$ cat src/rtl/mmu_data_port_if.sv
// -----------------------------------------------------------------------------
// mmu_data_port_if
// Bundles the MEM-stage request/response signals and the backing-RAM port of
// the MMU data port.
//   MEM side : mem_valid, mem_we, mem_size, mem_addr, mem_wdata  (to MMU)
//              mmu_data_ready, mmu_rdata, mmu_fault              (from MMU)
//   RAM side : ram_req, ram_we, ram_addr, ram_wdata, ram_wmask   (from MMU)
//              ram_ack, ram_rdata                                (to MMU)
// Modports:
//   slave  - the MMU data port itself
//   master - the environment (pipeline MEM stage plus backing RAM)
// -----------------------------------------------------------------------------
interface mmu_data_port_if #(
   parameter int ADDR_W = 64
);
   logic              mem_valid;
   logic              mem_we;
   logic [2:0]        mem_size;
   logic [ADDR_W-1:0] mem_addr;
   logic [63:0]       mem_wdata;

   logic              mmu_data_ready;
   logic [63:0]       mmu_rdata;
   logic              mmu_fault;

   logic              ram_req;
   logic              ram_we;
   logic [ADDR_W-1:0] ram_addr;
   logic [63:0]       ram_wdata;
   logic [7:0]        ram_wmask;
   logic              ram_ack;
   logic [63:0]       ram_rdata;

   modport slave (
      input  mem_valid, mem_we, mem_size, mem_addr, mem_wdata,
      output mmu_data_ready, mmu_rdata, mmu_fault,
      output ram_req, ram_we, ram_addr, ram_wdata, ram_wmask,
      input  ram_ack, ram_rdata
   );

   modport master (
      output mem_valid, mem_we, mem_size, mem_addr, mem_wdata,
      input  mmu_data_ready, mmu_rdata, mmu_fault,
      input  ram_req, ram_we, ram_addr, ram_wdata, ram_wmask,
      output ram_ack, ram_rdata
   );
endinterface

$ cat src/rtl/mmu_data_port.sv
// -----------------------------------------------------------------------------
// mmu_data_port
// Turns a MEM-stage load/store into a single doubleword access on a backing
// RAM. Requests are latched in IDLE, checked for natural alignment, issued to
// the RAM in ACCESS (held until ram_ack), and completed with a one-cycle
// mmu_data_ready pulse in RESP. Misaligned requests skip the RAM and complete
// with mmu_fault.
// Ports:
//   clk  - rising-edge clock
//   rst  - asynchronous, active-high reset
//   bus  - mmu_data_port_if.slave (MEM request/response and RAM port)
// -----------------------------------------------------------------------------
module mmu_data_port #(
   parameter int ADDR_W = 64
) (
   input  logic             clk,
   input  logic             rst,
   mmu_data_port_if.slave   bus
);

   typedef enum logic [1:0] {
      S_IDLE   = 2'd0,
      S_ACCESS = 2'd1,
      S_RESP   = 2'd2
   } state_e;

   // funct3 size encodings
   localparam logic [2:0] SZ_B  = 3'b000;
   localparam logic [2:0] SZ_H  = 3'b001;
   localparam logic [2:0] SZ_W  = 3'b010;
   localparam logic [2:0] SZ_D  = 3'b011;
   localparam logic [2:0] SZ_BU = 3'b100;
   localparam logic [2:0] SZ_HU = 3'b101;
   localparam logic [2:0] SZ_WU = 3'b110;

   state_e            state_q, state_d;
   logic              we_q, we_d;
   logic [2:0]        size_q, size_d;
   logic [ADDR_W-1:0] addr_q, addr_d;
   logic [63:0]       wdata_q, wdata_d;
   logic              fault_q, fault_d;
   logic [63:0]       rdata_q, rdata_d;

   logic [2:0]        offset;
   logic [5:0]        lane_shift;
   logic [63:0]       load_shifted;
   logic [63:0]       load_ext;

   // Natural alignment: halfwords on 2, words on 4, doublewords on 8 bytes.
   // The unused encoding 3'b111 is treated as a byte access.
   function automatic logic is_misaligned(input logic [2:0] size,
                                          input logic [2:0] off);
      logic mis;
      case (size)
         SZ_H, SZ_HU: mis = off[0];
         SZ_W, SZ_WU: mis = |off[1:0];
         SZ_D:        mis = |off;
         default:     mis = 1'b0;
      endcase
      return mis;
   endfunction

   function automatic logic [7:0] size_mask(input logic [2:0] size);
      logic [7:0] m;
      case (size)
         SZ_H, SZ_HU: m = 8'h03;
         SZ_W, SZ_WU: m = 8'h0F;
         SZ_D:        m = 8'hFF;
         default:     m = 8'h01;
      endcase
      return m;
   endfunction

   // ------------------------------------------------------------------------
   // Lane positioning, all derived from the latched request so the RAM sees
   // stable values for the whole ACCESS phase.
   // ------------------------------------------------------------------------
   assign offset       = addr_q[2:0];
   assign lane_shift   = {offset, 3'b000};
   assign load_shifted = bus.ram_rdata >> lane_shift;

   always_comb begin
      case (size_q)
         SZ_B:    load_ext = {{56{load_shifted[7]}},  load_shifted[7:0]};
         SZ_H:    load_ext = {{48{load_shifted[15]}}, load_shifted[15:0]};
         SZ_W:    load_ext = {{32{load_shifted[31]}}, load_shifted[31:0]};
         SZ_BU:   load_ext = {56'd0, load_shifted[7:0]};
         SZ_HU:   load_ext = {48'd0, load_shifted[15:0]};
         SZ_WU:   load_ext = {32'd0, load_shifted[31:0]};
         default: load_ext = load_shifted;
      endcase
   end

   // ------------------------------------------------------------------------
   // Next-state logic
   // ------------------------------------------------------------------------
   always_comb begin
      // NOTE: every signal gets a default before the case so that no path
      // leaves one unassigned, which would otherwise infer a latch.
      state_d = state_q;
      we_d    = we_q;
      size_d  = size_q;
      addr_d  = addr_q;
      wdata_d = wdata_q;
      fault_d = fault_q;
      rdata_d = rdata_q;

      case (state_q)
         S_IDLE: begin
            if (bus.mem_valid) begin
               we_d   = bus.mem_we;
               size_d = bus.mem_size;
               addr_d = bus.mem_addr;
               if (bus.mem_we) begin
                  wdata_d = bus.mem_wdata;
               end
               fault_d = is_misaligned(bus.mem_size, bus.mem_addr[2:0]);
               if (fault_d) begin
                  // Fault completes without touching the RAM; the response
                  // data is defined as zero.
                  rdata_d = 64'd0;
                  state_d = S_RESP;
               end else begin
                  state_d = S_ACCESS;
               end
            end
         end

         S_ACCESS: begin
            if (bus.ram_ack) begin
               rdata_d = we_q ? 64'd0 : load_ext;
               state_d = S_RESP;
            end
         end

         S_RESP: begin
            // Any mem_valid seen here belongs to the next transaction and is
            // picked up once back in IDLE.
            state_d = S_IDLE;
         end

         default: state_d = S_IDLE;
      endcase
   end

   // ------------------------------------------------------------------------
   // State and request registers
   // ------------------------------------------------------------------------
   always_ff @(posedge clk or posedge rst) begin
      if (rst) begin
         // NOTE: every register here, including the datapath latches, is
         // reset so the RAM address/data outputs come up at a known zero.
         state_q <= S_IDLE;
         we_q    <= 1'b0;
         size_q  <= 3'd0;
         addr_q  <= '0;
         wdata_q <= 64'd0;
         fault_q <= 1'b0;
         rdata_q <= 64'd0;
      end else begin
         // NOTE: non-blocking assignments keep every register updating from
         // the values present before the edge, independent of statement order.
         state_q <= state_d;
         we_q    <= we_d;
         size_q  <= size_d;
         addr_q  <= addr_d;
         wdata_q <= wdata_d;
         fault_q <= fault_d;
         rdata_q <= rdata_d;
      end
   end

   // ------------------------------------------------------------------------
   // Outputs
   // ------------------------------------------------------------------------
   assign bus.ram_req   = (state_q == S_ACCESS);
   assign bus.ram_we    = bus.ram_req & we_q;
   assign bus.ram_addr  = {addr_q[ADDR_W-1:3], 3'b000};
   assign bus.ram_wdata = wdata_q << lane_shift;
   assign bus.ram_wmask = we_q ? (size_mask(size_q) << offset) : 8'h00;

   assign bus.mmu_data_ready = (state_q == S_RESP);
   assign bus.mmu_fault      = bus.mmu_data_ready & fault_q;
   assign bus.mmu_rdata      = rdata_q;

endmodule

$ cat src/flat_wrapper.sv
// flat-port wrapper written by rule: the top's interface ports become plain ports
module mmu_data_port_flat 
#(
   parameter int ADDR_W = 64
)
  (clk, rst, bus_mem_valid, bus_mem_we, bus_mem_size, bus_mem_addr, bus_mem_wdata, bus_mmu_data_ready, bus_mmu_rdata, bus_mmu_fault, bus_ram_req, bus_ram_we, bus_ram_addr, bus_ram_wdata, bus_ram_wmask, bus_ram_ack, bus_ram_rdata);
  mmu_data_port_if #(.ADDR_W(ADDR_W)) bus_i ();
  input  logic clk;
  input  logic rst;
  input wire logic [$bits(bus_i.mem_valid)-1:0] bus_mem_valid;
  input wire logic [$bits(bus_i.mem_we)-1:0] bus_mem_we;
  input wire logic [$bits(bus_i.mem_size)-1:0] bus_mem_size;
  input wire logic [$bits(bus_i.mem_addr)-1:0] bus_mem_addr;
  input wire logic [$bits(bus_i.mem_wdata)-1:0] bus_mem_wdata;
  output wire logic [$bits(bus_i.mmu_data_ready)-1:0] bus_mmu_data_ready;
  output wire logic [$bits(bus_i.mmu_rdata)-1:0] bus_mmu_rdata;
  output wire logic [$bits(bus_i.mmu_fault)-1:0] bus_mmu_fault;
  output wire logic [$bits(bus_i.ram_req)-1:0] bus_ram_req;
  output wire logic [$bits(bus_i.ram_we)-1:0] bus_ram_we;
  output wire logic [$bits(bus_i.ram_addr)-1:0] bus_ram_addr;
  output wire logic [$bits(bus_i.ram_wdata)-1:0] bus_ram_wdata;
  output wire logic [$bits(bus_i.ram_wmask)-1:0] bus_ram_wmask;
  input wire logic [$bits(bus_i.ram_ack)-1:0] bus_ram_ack;
  input wire logic [$bits(bus_i.ram_rdata)-1:0] bus_ram_rdata;
  assign bus_i.mem_valid = bus_mem_valid;
  assign bus_i.mem_we = bus_mem_we;
  assign bus_i.mem_size = bus_mem_size;
  assign bus_i.mem_addr = bus_mem_addr;
  assign bus_i.mem_wdata = bus_mem_wdata;
  assign bus_mmu_data_ready = bus_i.mmu_data_ready;
  assign bus_mmu_rdata = bus_i.mmu_rdata;
  assign bus_mmu_fault = bus_i.mmu_fault;
  assign bus_ram_req = bus_i.ram_req;
  assign bus_ram_we = bus_i.ram_we;
  assign bus_ram_addr = bus_i.ram_addr;
  assign bus_ram_wdata = bus_i.ram_wdata;
  assign bus_ram_wmask = bus_i.ram_wmask;
  assign bus_i.ram_ack = bus_ram_ack;
  assign bus_i.ram_rdata = bus_ram_rdata;
  mmu_data_port #(.ADDR_W(ADDR_W)) u_core (.clk(clk), .rst(rst), .bus(bus_i));
endmodule
$ cat config.mk
export PLATFORM = sky130hd
export DESIGN_NAME = mmu_data_port_flat
export DESIGN_NICKNAME = d
export VERILOG_FILES = /design/src/rtl/mmu_data_port_if.sv /design/src/rtl/mmu_data_port.sv /design/src/flat_wrapper.sv
export SDC_FILE = /design/constraint.sdc
export NUM_CORES = 1
export LEC_CHECK = 0
export CAP_MARGIN = 40
export CORE_MARGIN = 2
export CORE_UTILIZATION = 40
export CTS_BUF_LIST = sky130_fd_sc_hd__clkbuf_16
export DETAILED_ROUTE_END_ITERATION = 6
export GPL_ROUTABILITY_DRIVEN = 0
export PLACE_DENSITY = 0.73
export REMOVE_ABC_BUFFERS = 1
export SLEW_MARGIN = 0
export SYNTH_ARGS = -nofsm -noshare
export SYNTH_HDL_FRONTEND = slang
export SYNTH_SLANG_ARGS = --single-unit
$ cat constraint.sdc
create_clock -name clk -period 15.13 [get_ports clk]
set_clock_uncertainty 0.2 [all_clocks]
set_input_delay 3.026 -clock clk [delete_from_list [all_inputs] [get_ports clk]]
set_output_delay 3.026 -clock clk [all_outputs]
set_load 0.02 [all_outputs]
==> flow_metrics.env <==
export IMPL_outcome="finished clean"
export IMPL_pre_cts_ws_ps=8700
export IMPL_h_tree_depth=4
export IMPL_die_area_sq_um=31400
export IMPL_grt_max_degree=82
export IMPL_fin_crit_ps=6980
export IMPL_hold_violations=0
export IMPL_grt_pass1_wl_mm=63.2
export IMPL_final_common_cell="clkdlybuf4s50_1"
export IMPL_multi_input_area_sq_um=6090
export IMPL_worstHoldStart="u_core.fault_q$_DFFE_PP0P_"
export IMPL_vias_per_cell=5.49
export IMPL_overflow=0
export IMPL_fin_area_sq_um=16400
export IMPL_postRouteWirelength_mm=41.3
export IMPL_crit_cells=6
export IMPL_cp_arrival_ps=3760
export IMPL_drc=0
export IMPL_cts_tree="yes"
export IMPL_cts_root_buf="clkbuf_16"
export IMPL_cts_resized_gates=0
export IMPL_async_flop_share_pct=100
export IMPL_drt_iter0_drc=1056
export IMPL_rows=63
export IMPL_crit_path_end_kind="output pin"
export IMPL_antenna_found_initial=6
export IMPL_slew_headroom_pct=40.4
export IMPL_synth_edff_count=0
export IMPL_start_kind="flip-flop"
export IMPL_dp_cells=1958
export IMPL_grt_pass1_vias=10900
export IMPL_highest_layer="met5"
export IMPL_clkSinkCount=199
export IMPL_pwr_density_cell_nw_per_um2=206
export IMPL_coreArea_sq_um=29600
export IMPL_syn_avg_cell_area_sq_um=9.16
export IMPL_path_buf_inv=3
export IMPL_regArea_sq_um=4990
export IMPL_vias=11000
export IMPL_grt_usage_pct=26.2
export IMPL_period_share_pct=46.2
export IMPL_max_freq_ghz=0.143
export IMPL_synth_main_ff_cell="dfrtp_1"
export IMPL_netlist_area_sq_um=12000
export IMPL_hold_path_class="flip-flop to flip-flop"
export IMPL_synth_yosys_warnings=0
export IMPL_m1WireLength_mm=17.0
export IMPL_worst_slew_pin_slew_ps=890
export IMPL_crit_chain="buf_4 -> nor2b_1 -> buf_6 -> a21oi_1 -> o22ai_1 -> clkdlybuf4s50_1"
export IMPL_setup_ws_ps=8150
export IMPL_place_port_buffers=400
export IMPL_r2r_cells=7
export IMPL_cts_inserted_buffers=17
export IMPL_die_h_um=177
export IMPL_cts_clk_slew_worst_paths_ps=80
export IMPL_cpLargestDelayFamily="buffers and inverters"
export IMPL_clockBufferDepth=2
export IMPL_final_net_count=1787
export IMPL_synthCells=1308
export IMPL_most_common_layout_cells="clkdlybuf4s50_1, nand2_1, dfrtp_1"
export IMPL_postCtsSetupRepairBufs=0
export IMPL_wl_met3_mm=3.42
export IMPL_wl_per_cell_um=20.7
export IMPL_path_class="flip-flop to output pin"
export IMPL_hold_depth=2
export IMPL_hpwlAfterDp_mm=29.4
export IMPL_rsz0062_at_grt="false"
export IMPL_syn2layout_area_growth_pct=37.2
export IMPL_required_ps=11900
export IMPL_synth_cell_type_count=54
export IMPL_slowest_delay_ps=720
export IMPL_final_util_pct=55.6
export IMPL_synth_seq_cells=199
export IMPL_worstPathMaxFanout=72
export IMPL_crit_start="u_core.addr_q[0]$_DFFE_PP0P_"
export IMPL_wl_met2_mm=19.6
export IMPL_fp_dieW_um=177
export IMPL_n_fill_cell=2637
export IMPL_final_setup_tns_ps=0
export IMPL_peakVddDrop_uv=124
export IMPL_clkLatencyLatePin_ps=440
export IMPL_leakage_nw=6.96
export IMPL_ant_nets=0
export IMPL_report_final_slew_viol_count=0
export IMPL_fin_cells=1995
export IMPL_rr_startpoint="u_core.addr_q[0]$_DFFE_PP0P_"
export IMPL_setup_violations=0
export IMPL_cpMaxStageDelayCell="dfrtp_4"
export IMPL_synth_seq_area_share_pct=41.6
export IMPL_drive_gt1_share_pct=11.8
export IMPL_start_util_pct=40.5
export IMPL_io_pins=404
export IMPL_holdBufCountCts=0
export IMPL_place_area_sq_um=15800
export IMPL_cap_violations=0
export IMPL_dr_pass1_iters=5
-- logic make-up (layout without fill, tap and decap cells) --
kind of cell           after synthesis  count (layout)  share of synthesized area (%)
muxes                              214             214                           21.1
DFF                                199             199                           41.6
AOI/OAI and AO/OA                  279             279                           14.1
other                                1               8                         0.0313
buffers and inverters              172             462                           7.86
and+or+nand+nor                    443             443                           15.4
-- flip-flops by register name, summed over array words and instances, names as in the netlist --
| register | cells |
|---|---|
| u_core.addr_q | 64 |
| u_core.bus.mmu_rdata | 64 |
| u_core.fault_q | 1 |
| u_core.size_q | 3 |
| u_core.state_q | 2 |
| u_core.wdata_q | 64 |
| u_core.we_q | 1 |
-- worst reg2reg max path: cells and delay by family, from the launching register on --
kind            cells  cell delay (ps)
buf+inv             2              960
compound gates      2              330
flops               1              720
simple gates        3             1610
-- report_power, final --
group / switching, mW / internal (mW)
logic: 1.05 / 0.900
clock network: 0.248 / 0.229
registers: 0.211 / 0.744
-- area by class of cell --
cell class | count | share of cell area (%)
inverter | 7 | 0.205
multi-input combinational | 939 | 37.0
antenna | 5 | 0.0761
clock inverter | 15 | 1.16
tap | 390 | 2.97
clock buffer | 17 | 2.59
timing repair buffer | 423 | 25.6
sequential | 199 | 30.4
-- through the flow --
stage	hold slack (ps)	power [mW]
after floorplan	238	2.06
after global placement	257	2.86
after detailed placement	259	2.91
after CTS	280	3.39
after global routing	289	3.58
final	278	3.38
-- per-layer routing --
metal  vias up  global-route usage [%]
li1       5052                       -
met1      5312                    33.8
met2       503                    41.9
met3        83                    6.77
met4         2                    10.5
met5         -                       0
-- path summary, 6_finish.rpt --
path | endpoint | slack [ps]
min reg2reg | u_core.fault_q$_DFFE_PP0P_ | 280
max | bus_ram_wdata[39] | 8150
min | u_core.fault_q$_DFFE_PP0P_ | 280
max reg2reg | u_core.bus.mmu_rdata[17]$_DFFE_PP0P_ | 11160
max in group asynchronous | u_core.addr_q[55]$_DFFE_PP0P_ | 9860
min in group asynchronous | u_core.wdata_q[56]$_DFFE_PP0P_ | 2840
-- synth_stat cells (2+ instances only) --
library cell	count	area share [%]
a22oi_1	3	0.19
dfrtp_1	199	42
nor3b_2	2	0.21
inv_1	5	0.16
nand2b_1	2	0.10
clkinv_1	2	0.063
a211o_1	6	0.44
and2_1	20	1.0
mux2_2	89	8.4
o22ai_1	18	0.94
buf_1	4	0.13
o21ai_0	84	3.5
and3_1	3	0.16
buf_4	68	4.3
o211ai_1	7	0.44
or2_2	2	0.10
a211oi_1	19	1.2
nor2b_1	15	0.78
a221o_1	7	0.58
a2bb2oi_1	12	0.88
a21o_1	2	0.13
mux2i_1	103	8.6
o31ai_1	8	0.50
nor3_1	4	0.17
mux4_2	22	4.1
o21ai_1	10	0.42
a31oi_1	9	0.47
nor2_1	76	2.4
nand3_1	6	0.25
buf_2	27	1.1
clkbuf_1	65	2.0
nand2_1	304	9.5
a21oi_1	83	3.5
a21boi_0	2	0.13
(Power assumes the default switching activity.)
